$ cat src/rtl/fifo_pkg.sv
// Shared parameter helpers for the width-converting FIFO: legality check,
// storage depth and occupancy-counter width.
package fifo_pkg;

    localparam int DEFAULT_DATA_WIDTH = 8;
    localparam int DEFAULT_ADDR_WIDTH = 4;
    localparam int DEFAULT_RATIO      = 2;

    // Narrow entries held by a FIFO with the given address width.
    function automatic int fifo_depth(input int addr_width);
        return 2 ** addr_width;
    endfunction

    // The count must reach DEPTH itself, so it needs one bit more than a pointer.
    function automatic int count_width(input int addr_width);
        return addr_width + 1;
    endfunction

    // RATIO must be a power of two between 2 and half the depth.
    function automatic bit ratio_legal(input int ratio, input int addr_width);
        return (ratio >= 2) &&
               ((ratio & (ratio - 1)) == 0) &&
               (ratio <= fifo_depth(addr_width) / 2);
    endfunction

endpackage

$ cat src/rtl/asym_reg_file.sv
// Storage array: RATIO consecutive narrow entries written per clock from a
// base index, one narrow entry read asynchronously. Contents are not reset.
module asym_reg_file
    import fifo_pkg::*;
#(
    parameter int DATA_WIDTH = DEFAULT_DATA_WIDTH,
    parameter int ADDR_WIDTH = DEFAULT_ADDR_WIDTH,
    parameter int RATIO      = DEFAULT_RATIO
) (
    input  logic                          i_clk,
    input  logic                          i_we,
    input  logic [ADDR_WIDTH-1:0]         i_wr_base,
    input  logic [RATIO*DATA_WIDTH-1:0]   i_wr_data,
    input  logic [ADDR_WIDTH-1:0]         i_rd_addr,
    output logic [DATA_WIDTH-1:0]         o_rd_data
);

    localparam int DEPTH = fifo_depth(ADDR_WIDTH);

    logic [DATA_WIDTH-1:0] r_mem [DEPTH];

    // Index arithmetic is ADDR_WIDTH bits wide, so base+k wraps modulo DEPTH.
    always_ff @(posedge i_clk) begin
        if (i_we) begin
            for (int k = 0; k < RATIO; k++) begin
                r_mem[i_wr_base + ADDR_WIDTH'(k)] <= i_wr_data[k*DATA_WIDTH +: DATA_WIDTH];
            end
        end
    end

    assign o_rd_data = r_mem[i_rd_addr];

endmodule

$ cat src/rtl/wide_wr_fifo.sv
// Width-converting FIFO: RATIO narrow entries in per write, one out per read,
// with show-ahead output, occupancy count and sticky overflow/underflow flags.
module wide_wr_fifo
    import fifo_pkg::*;
#(
    parameter int DATA_WIDTH = DEFAULT_DATA_WIDTH,
    parameter int ADDR_WIDTH = DEFAULT_ADDR_WIDTH,
    parameter int RATIO      = DEFAULT_RATIO
) (
    input  logic                                  clk,
    input  logic                                  reset_n,
    input  logic                                  wr,
    input  logic [RATIO*DATA_WIDTH-1:0]           w_data,
    input  logic                                  rd,
    output logic [DATA_WIDTH-1:0]                 r_data,
    output logic                                  empty,
    output logic                                  full,
    output logic [count_width(ADDR_WIDTH)-1:0]    count,
    output logic                                  overflow,
    output logic                                  underflow
);

    localparam int DEPTH = fifo_depth(ADDR_WIDTH);
    localparam int CW    = count_width(ADDR_WIDTH);

    if (!ratio_legal(RATIO, ADDR_WIDTH)) begin : g_bad_ratio
        $error("wide_wr_fifo: RATIO must be a power of two in [2, DEPTH/2]");
    end

    logic [ADDR_WIDTH-1:0] r_wptr;
    logic [ADDR_WIDTH-1:0] r_rptr;
    logic [CW-1:0]         r_count;
    logic                  r_overflow;
    logic                  r_underflow;

    logic                  w_empty;
    logic                  w_full;
    logic                  w_wr_accept;
    logic                  w_rd_accept;
    logic [DATA_WIDTH-1:0] w_head;

    // Full means fewer than RATIO free slots, i.e. count > DEPTH - RATIO.
    assign w_empty     = (r_count == '0);
    assign w_full      = (r_count > CW'(DEPTH - RATIO));
    assign w_wr_accept = wr && !w_full;
    assign w_rd_accept = rd && !w_empty;

    asym_reg_file #(
        .DATA_WIDTH (DATA_WIDTH),
        .ADDR_WIDTH (ADDR_WIDTH),
        .RATIO      (RATIO)
    ) u_reg_file (
        .i_clk      (clk),
        .i_we       (w_wr_accept),
        .i_wr_base  (r_wptr),
        .i_wr_data  (w_data),
        .i_rd_addr  (r_rptr),
        .o_rd_data  (w_head)
    );

    always_ff @(posedge clk or negedge reset_n) begin
        if (!reset_n) begin
            r_wptr      <= '0;
            r_rptr      <= '0;
            r_count     <= '0;
            r_overflow  <= 1'b0;
            r_underflow <= 1'b0;
        end else begin
            if (w_wr_accept) begin
                r_wptr <= r_wptr + ADDR_WIDTH'(RATIO);
            end
            if (w_rd_accept) begin
                r_rptr <= r_rptr + ADDR_WIDTH'(1);
            end
            r_count <= r_count
                     + (w_wr_accept ? CW'(RATIO) : CW'(0))
                     - (w_rd_accept ? CW'(1) : CW'(0));
            if (wr && w_full) begin
                r_overflow <= 1'b1;
            end
            if (rd && w_empty) begin
                r_underflow <= 1'b1;
            end
        end
    end

    assign r_data    = w_empty ? '0 : w_head;
    assign empty     = w_empty;
    assign full      = w_full;
    assign count     = r_count;
    assign overflow  = r_overflow;
    assign underflow = r_underflow;

endmodule

$ cat config.mk
export PLATFORM = sky130hd
export DESIGN_NAME = wide_wr_fifo
export DESIGN_NICKNAME = d
export VERILOG_FILES = /design/src/rtl/fifo_pkg.sv /design/src/rtl/asym_reg_file.sv /design/src/rtl/wide_wr_fifo.sv
export SDC_FILE = /design/constraint.sdc
export NUM_CORES = 1
export LEC_CHECK = 0
export CORE_MARGIN = 2
export CORE_UTILIZATION = 45
export DETAILED_ROUTE_END_ITERATION = 10
export HOLD_SLACK_MARGIN = 0.08
export PLACE_DENSITY_LB_ADDON = 0.25
export SLEW_MARGIN = 20
export SYNTH_ARGS = -nofsm -noshare
export SYNTH_HDL_FRONTEND = slang
export SYNTH_SLANG_ARGS = --single-unit
$ cat constraint.sdc
create_clock -name clk -period 8.1 [get_ports clk]
set_input_delay 1.215 -clock clk [delete_from_list [all_inputs] [get_ports clk]]
set_output_delay 1.215 -clock clk [all_outputs]
set_load 0.02 [all_outputs]
Word-level counts from Yosys, hierarchy flattened
Memories as Yosys holds them, arrays and structs flattened.
Index checks and enable logic that the tools add are counted.
{ "totals": {"regBits": 15, "mem_bits_rw": 128, "output_inout_bits": 17, "mem_count": 1} }
{ "classes": {"add_sub_neg": 5, "magnitude_cmp": 1, "muxes": 5, "n_reduce_logical": 7} }
{ "memory_table": {"columns": ["memory", "words", "width", "read_ports", "rd_ports_with_merged_regs", "wr", "line", "source"], "rows": [
  ["u_reg_file.r_mem", 16, 8, 1, 0, 2, "asym_reg_file.sv:20", "logic [DATA_WIDTH-1:0] r_mem [DEPTH];"]
]} }
{ "op_table": {"columns": ["operator", "count"], "rows": [
  ["$add A4 B1 Y4 const B", 2],
  ["$mux W8", 1],
  ["$add A5 B2 Y5", 1],
  ["$gt A5 B4 Y1 const B", 1],
  ["$logic_not A5 Y1", 1],
  ["$sub A5 B1 Y5", 1],
  ["$add A4 B2 Y4 const B", 1],
  ["$logic_and A1 B1 Y1", 4],
  ["$mux W1", 3],
  ["$logic_not A1 Y1", 2],
  ["$mux W2", 1]
]} }

Depth between registers and ports, before layout
Gate-level depths: netlist of run 1.
{ "logic_depth": {"ltp_word": 6, "mapped_depth": 12, "ltp_nobuf": 11} }

Modules after synthesis
Synthesis of run 1 repeated with hierarchy kept, for this count alone.
{ "unflattened": {"cells_unflattened": 468, "area_unflattened_um2": 7514.7} }
{ "by_module_without_submodules": {"columns": ["module", "n_inst", "cells_per_inst", "area_per_inst_um2", "seq_area_each_um2"], "rows": [
  ["asym_reg_file", 1, 397, 6716.4, 3843.7],
  ["wide_wr_fifo", 1, 71, 798.3, 350.3]
]} }

Worst setup path after synthesis of run 1
OpenSTA, ideal clock, no wires.
{ "synth_timing": {"kind": "input -> register", "startpoint": "input port wr", "endpoint": "memory u_reg_file.r_mem[0][0] (netlist bit) (enable)", "setup_time_ns": 0.409, "arrival_time_ns": 2.821, "path_slack_ns": 4.870, "cell_stages": 3, "path_cell_list": "o211ai_1 > or2_2 > nor3_1"} }
{ "synth_rtl": {"columns": ["element", "line", "source"], "rows": [
  ["start, declared", "wide_wr_fifo.sv:12", "input logic wr,"],
  ["end, declared", "asym_reg_file.sv:20", null]
]} }

Worst setup path after layout of run 1
{ "layout_timing": {"startpoint": "register r_rptr[0]", "endpoint": "output port r_data[5]"} }
{ "layout_via": {"elab_chain_len": 2} }
{ "layout_rtl": {"columns": ["element", "line", "source"], "rows": [
  ["start, declared", "wide_wr_fifo.sv:31", "logic [ADDR_WIDTH-1:0] r_rptr;"],
  ["start signal, assigned", "wide_wr_fifo.sv:73", "r_rptr <= r_rptr + ADDR_WIDTH'(1);"],
  ["$mem_v2 Z16 W8", null, null],
  ["$mux W8", "wide_wr_fifo.sv:87", "assign r_data = w_empty ? '0 : w_head;"],
  ["end, declared", "wide_wr_fifo.sv:15", "output logic [DATA_WIDTH-1:0] r_data,"]
]} }
No other way between the ends.

==> results by group, run 1 <==
STA
  – Setup TNS: 0 ns
  – Hold Fails Final Rpt: 0
  – Fmax: 0.2318 GHz
  – Minimum clock period after layout: 4.314 ns
  – Setup violations, final: 0
  – RSZ-0062 raised after global routing: no
  – Setup Skew: 0.005702 ns
  – Headroom to the max-slew limit: 35.69%
  – Max-slew violations: 0
  – Worst Tran Pin Value: 0.9611 ns
  – Tcrit/Tclk final: 53.26%

Placed design
  – Post-DP HPWL: 6.110 mm
  – Port Buf Inserts: 36
  – Gpl congestion: 0.7148

Global routing
  – Total global-route track usage: 16.46%
  – Total grt overflow: 0
  – Largest net degree at the start of global routing: 37
  – Vias in the first global route: 2756
  – Initial antenna violation count: 0
  – First-pass GRT wire length: 15.64 mm

Critical path
  – Worst flop-to-flop path endpoint: u_reg_file.r_mem[5][4]
  – R2r worst-path depth: 6
  – Worst R2R Start: count[2]
  – Family with the most delay on the worst path: buffers and inverters
  – CP max FO: 19
  – Startpoint types: flip-flop
  – Crit-path cells: buf_4 > mux4_1 > mux2i_1 > or3_1 > o21ai_0 > clkdlybuf4s50_1
  – WS Path Type: reg -> out
  – Crit path max-delay cell type: dfrtp_2
  – Buf/Inv on CP: 2
  – Worst reg-to-reg setup slack: 5.34 ns
  – Data required time of the critical path: 6.88 ns
  – Crit path DAT: 3.10 ns
  – Worst setup EP type: output port
  – Crit path largest cell delay: 0.71 ns

Power and ir drop
  – Internal Power: 1738 uW
  – PD cells: 365.9 mW/mm^2
  – Combinational Power Share: 31.1%
  – Clock group share of total power: 29.0%
  – Sw Ratio: 30.50%
  – Leak Pwr: 0.002345 uW
  – Psw: 762.8 uW
  – Max IR drop VDD: 0.1825 mV
  – Seq pwr share: 39.9%
  – Final Power: 2501 uW

Die
  – Die H: 116.4 um
  – Core box area: 0.01247 sq mm
  – Die Area: 0.01355 sq mm
  – Die width: 116.4 um
  – Row cnt: 41
  – I/O pin count: 37
  – Starting Density: 45.63%

Layout
  – Commonest cells after routing, fill and taps aside: edfxtp_1, clkdlybuf4s50_1, mux4_2
  – Nets@finish: 365
  – Area grow syn2layout: 20.17%
  – N_diodes: 0
  – Most common library cell in the layout ignoring fill and taps: edfxtp_1
  – Ratio of cells with drive above 1 in the final layout: 19.65%

Clock network
  – Hold buffer count at CTS: 0
  – Post-CTS Resized: 0
  – Skew-Pair Late Insertion Delay: 0.41 ns
  – Num CTS Buffers: 17
  – Root Driver: clkbuf_16
  – Worst-path clk slew: 0.05 ns
  – CTS tree: done
  – Setup bufs post-CTS: 0
  – Maximum level of the CTS H-tree: 4
  – Clock sinks: 142
  – Clock Tree Buf Depth: 2

Min path
  – Hold WC Path Type: reg -> reg
  – HP Start: underflow
  – Hold depth: 1
  – Hold Crit Endpoint: underflow

Synthesis
  – Synth area leader: edfxtp_1
  – Register bit total from synthesis: 142
  – Largest cells by area after synthesis: edfxtp_1, mux4_2, dfrtp_1
  – Number of synthesized flops with an enable pin: 128
  – Synth unique cells: 38
  – Sequential share of the synthesized area: 73.74%
  – FFs w/ async S/R, synth: 9.859%
  – Synthesized net count: 311
  – Mean Syn Cell Area: 20.31 sq um
  – Post-Syn Instances: 280
  – Synth top area share: 67.58%
  – Top_reg_cell synth: edfxtp_1
  – Cell area after synthesis: 0.005688 sq mm
  – Synthesis Warnings: 0

Detailed routing
  – Initial DRT Pass Iterations: 4
  – Number of vias in the routed layout: 2720
  – Drt drc: 0
  – Final WL: 10.15 mm
  – Post-DRT Antenna Nets: 0
  – Vias/cell: 5.251
  – Number of DRC markers in iteration 0: 176
  – DR WL/cell: 19.58 um

Outcome
  – Status: completed

Flow run
  – Total of max-cap violations: 0
==> area by class of cell <==
| type | instances | area (sq um) |
|---|---|---|
| well taps | 172 | 215.2 |
| flip-flops and latches | 142 | 4195 |
| inverters | 12 | 45.04 |
| repair buffers | 46 | 435.4 |
| clock inverters | 13 | 123.9 |
| fillers | 987 | 5630 |
| multi-input cells | 115 | 1391 |
| clock buffers | 18 | 429.2 |
==> through the flow <==
step	cells	area [sq um]	utilization, %	hold slack [ns]	worst slack (ns)
2_1_floorplan	280	5688	-	0.4897	4.870
3_3_place_gp	487	6272	50.32	0.4412	3.986
3_5_place_dp	487	6272	50.32	0.4523	3.911
4_1_cts	518	6825	54.75	0.4641	3.447
5_1_grt	518	6835	54.83	0.4712	3.521
6_report	518	6835	54.83	0.4590	3.786
==> cell usage after synthesis (2+ instances only) <==
library cell    n
edfxtp_1      128
mux4_2         23
dfrtp_1        14
inv_1          12
mux2i_1        12
ha_1           10
nor2_1          8
mux4_1          7
a22oi_1         6
buf_2           6
o21ai_0         6
nand2_1         4
nor2b_1         4
nor3_1          4
xnor2_1         4
nand2b_1        3
nand3_1         3
a21o_1          2
buf_6           2
mux2_2          2
nand3b_1        2
xor2_1          2
==> logic make-up after synthesis <==
kind of cell	Yosys count	share of synthesized area, %
buffers and inverters	23	2.156
flip-flops	142	73.74
multiplexers	44	14.85
AND/OR/NAND/NOR	33	3.322
adder cells (fa/ha/maj)	11	2.552
AO/OA/AOI/OAI	21	2.464
XOR/XNOR	6	0.9239
==> metal layers <==
layer / part of all wire [%] / vias up / track usage [%]
li1: - / 1251 / -
met1: 46 / 1420 / 22.16
met2: 51 / 41 / 25.58
met3: 2.2 / 8 / 4.826
met4: 0.65 / 0 / 6.429
met5: 0 / - / 0
==> worst max-delay path by stage <==
| stage | start | endpoint | cells past startpoint | slack (ns) |
|---|---|---|---|---|
| floorplan | wr | u_reg_file.r_mem[0][0] | 3 | 4.87 |
| global placement | count[2] | r_data[3] | 7 | 3.99 |
| detailed placement | count[2] | r_data[3] | 7 | 3.91 |
| CTS | count[2] | r_data[3] | 7 | 3.45 |
| global route | r_rptr[0] | r_data[5] | 6 | 3.52 |
| finish | r_rptr[0] | r_data[5] | 6 | 3.79 |
==> power groups by stage <==
stage	registers, uW	clock network [uW]	logic, uW
CTS	1000	739	790
global route	1020	768	849
global placement	1010	0	782
finish	999	725	777
detailed placement	1010	0	787
floorplan	977	0	555
==> sequential cells by signal, summed over array words and instances (netlist names) <==
register	flops
u_reg_file.r_mem	128
underflow	1
count	5
overflow	1
r_rptr	4
r_wptr	3
Note: power is estimated with default switching activity, not from simulation.
==> run 2, diff against run 1 <==
- clock period: 8.1 -> 4.17 ns (I/O delays scaled with it)
==> run 2 against run 1 <==
Compared with the run above:
- non-clock buffer count grew 4
- die area is the same
- critical path type unchanged
- hold slack lost 0.0024 ns
- register-to-register slack worse by 3.8 ns
- largest power group unchanged
==> results by group, run 2 (synthesized netlist as in run 1, its figures left out) <==
Flow run
  – Total of max-cap violations: 0

Die
  – Die width: 116.4 um
  – Core box area: 0.01247 sq mm
  – I/O pin count: 37
  – Starting Density: 45.63%
  – Die H: 116.4 um
  – Row cnt: 41
  – Die Area: 0.01355 sq mm

Clock network
  – Clock Tree Buf Depth: 2
  – Num CTS Buffers: 17
  – Clock sinks: 142
  – Skew-Pair Late Insertion Delay: 0.41 ns
  – Worst-path clk slew: 0.06 ns
  – Post-CTS Resized: 0
  – Setup bufs post-CTS: 0
  – Hold buffer count at CTS: 0
  – CTS tree: done
  – Maximum level of the CTS H-tree: 4
  – Root Driver: clkbuf_16

Layout
  – Commonest cells after routing, fill and taps aside: edfxtp_1, clkdlybuf4s50_1, mux4_2
  – Ratio of cells with drive above 1 in the final layout: 21.65%
  – Number of flip-flops in the largest register: 128
  – Largest reg by FF count: u_reg_file.r_mem
  – N_diodes: 0
  – Fin cells: 523
  – Area grow syn2layout: 21.93%
  – Nets@finish: 369
  – Final Util: 55.64%
  – Most common library cell in the layout ignoring fill and taps: edfxtp_1
  – Design area: 0.006935 sq mm

Critical path
  – Startpoint types: flip-flop
  – Worst Setup EP: r_data[7]
  – Crit path DAT: 2.98 ns
  – Data required time of the critical path: 3.54 ns
  – WS Path Type: reg -> out
  – Worst flop-to-flop path endpoint: count[3]
  – CP max FO: 22
  – Crit path from: r_rptr[0]
  – Worst R2R Start: count[2]
  – Worst reg-to-reg setup slack: 1.51 ns
  – Worst setup EP type: output port
  – R2r worst-path depth: 10

Power and ir drop
  – Max IR drop VDD: 0.2629 mV
  – PD cells: 729.9 mW/mm^2
  – Leak Pwr: 0.002402 uW

Placed design
  – Number of placed instances, taps included: 491
  – Area after DPL: 0.006302 sq mm
  – Gpl congestion: 0.7155
  – Post-DP HPWL: 6.228 mm
  – Port Buf Inserts: 36

STA
  – Worst Tran Pin Value: 0.8271 ns
  – Minimum clock period after layout: 3.605 ns
  – RSZ-0062 raised after global routing: no
  – Fmax: 0.2774 GHz
  – Tcrit/Tclk final: 86.45%
  – Hold Fails Final Rpt: 0
  – Setup violations, final: 0
  – Setup Skew: 0.005484 ns
  – Setup TNS: 0 ns
  – Headroom to the max-slew limit: 44.86%
  – Max-slew violations: 0

Detailed routing
  – Number of DRC markers in iteration 0: 150
  – Drt drc: 0
  – DR WL/cell: 19.68 um
  – Initial DRT Pass Iterations: 4
  – Post-DRT Antenna Nets: 0
  – Number of vias in the routed layout: 2770
  – Final WL: 10.29 mm
  – Vias/cell: 5.296

Global routing
  – Initial antenna violation count: 0
  – Largest net degree at the start of global routing: 29
  – First-pass GRT wire length: 15.94 mm
  – Vias in the first global route: 2904
  – Total global-route track usage: 16.73%
  – Total grt overflow: 0

Min path
  – Hold WC Path Type: reg -> reg

Outcome
  – Status: completed
[run 2: cell types whose count changed in the layout (fill, tap and decap cells not counted), sizes merged]
cell / before / now
buf: 10 / 14
clkinv: 9 / 5
inv: 13 / 17
bufinv: 2 / 4
clkbuf: 18 / 17
[run 2: where the power goes]
part	leakage, uW	internal, uW	switching [uW]
clock	0.000309	1010	587
combinational	0.000776	774	726
sequential	0.00132	1750	215
total	0.00240	3530	1530
[run 2: stage by stage]
| step | hold WS (ns) | setup slack [ns] | total power [uW] |
|---|---|---|---|
| after floorplan | 0.3299 | 1.255 | 2975 |
| after global placement | 0.4382 | 0.9770 | 3487 |
| after detailed placement | 0.4470 | 0.9455 | 3523 |
| after CTS | 0.4599 | 0.4997 | 5124 |
| after global routing | 0.4848 | 0.3458 | 5331 |
| final | 0.4566 | 0.5652 | 5062 |
[run 2: cell type report]
cell class | count | area [sq um]
clock buffers | 17 | 425.4
clock inverters | 15 | 207.7
fillers | 957 | 5530
inverters | 12 | 45.04
multi-input cells | 115 | 1381
flip-flops and latches | 142 | 4195
well taps | 172 | 215.2
repair buffers | 50 | 465.4
[run 2: layer usage]
layer	wire, um	vias up	track usage, %
li1	-	1255	-
met1	4633	1451	21.77
met2	5229	50	27.64
met3	284	14	3.736
met4	145	0	6.667
met5	0	-	0
[run 2: worst min-delay path by stage]
stage | start | to | slack (ns) | depth (start not counted)
after CTS | underflow | underflow | 0.46 | 1
after floorplan | reset_n | count[0] | 0.33 | 0
after detailed placement | underflow | underflow | 0.45 | 1
final | underflow | underflow | 0.46 | 1
after global placement | underflow | underflow | 0.44 | 1
after global routing | overflow | overflow | 0.48 | 1
[run 2: critical path: stages, from the launching register on]
cell and delay, ns:
dfrtp_2 0.77, buf_4 0.35, mux4_2 0.52, a22oi_1 0.21
o21ai_0 0.13, clkdlybuf4s50_1 0.56
==> run 3, diff against run 2 <==
- CTS_BUF_LIST: default -> sky130_fd_sc_hd__clkbuf_16
==> results of run 3 <==
The final DEF is identical to that of run 2; final timing and power are the same.
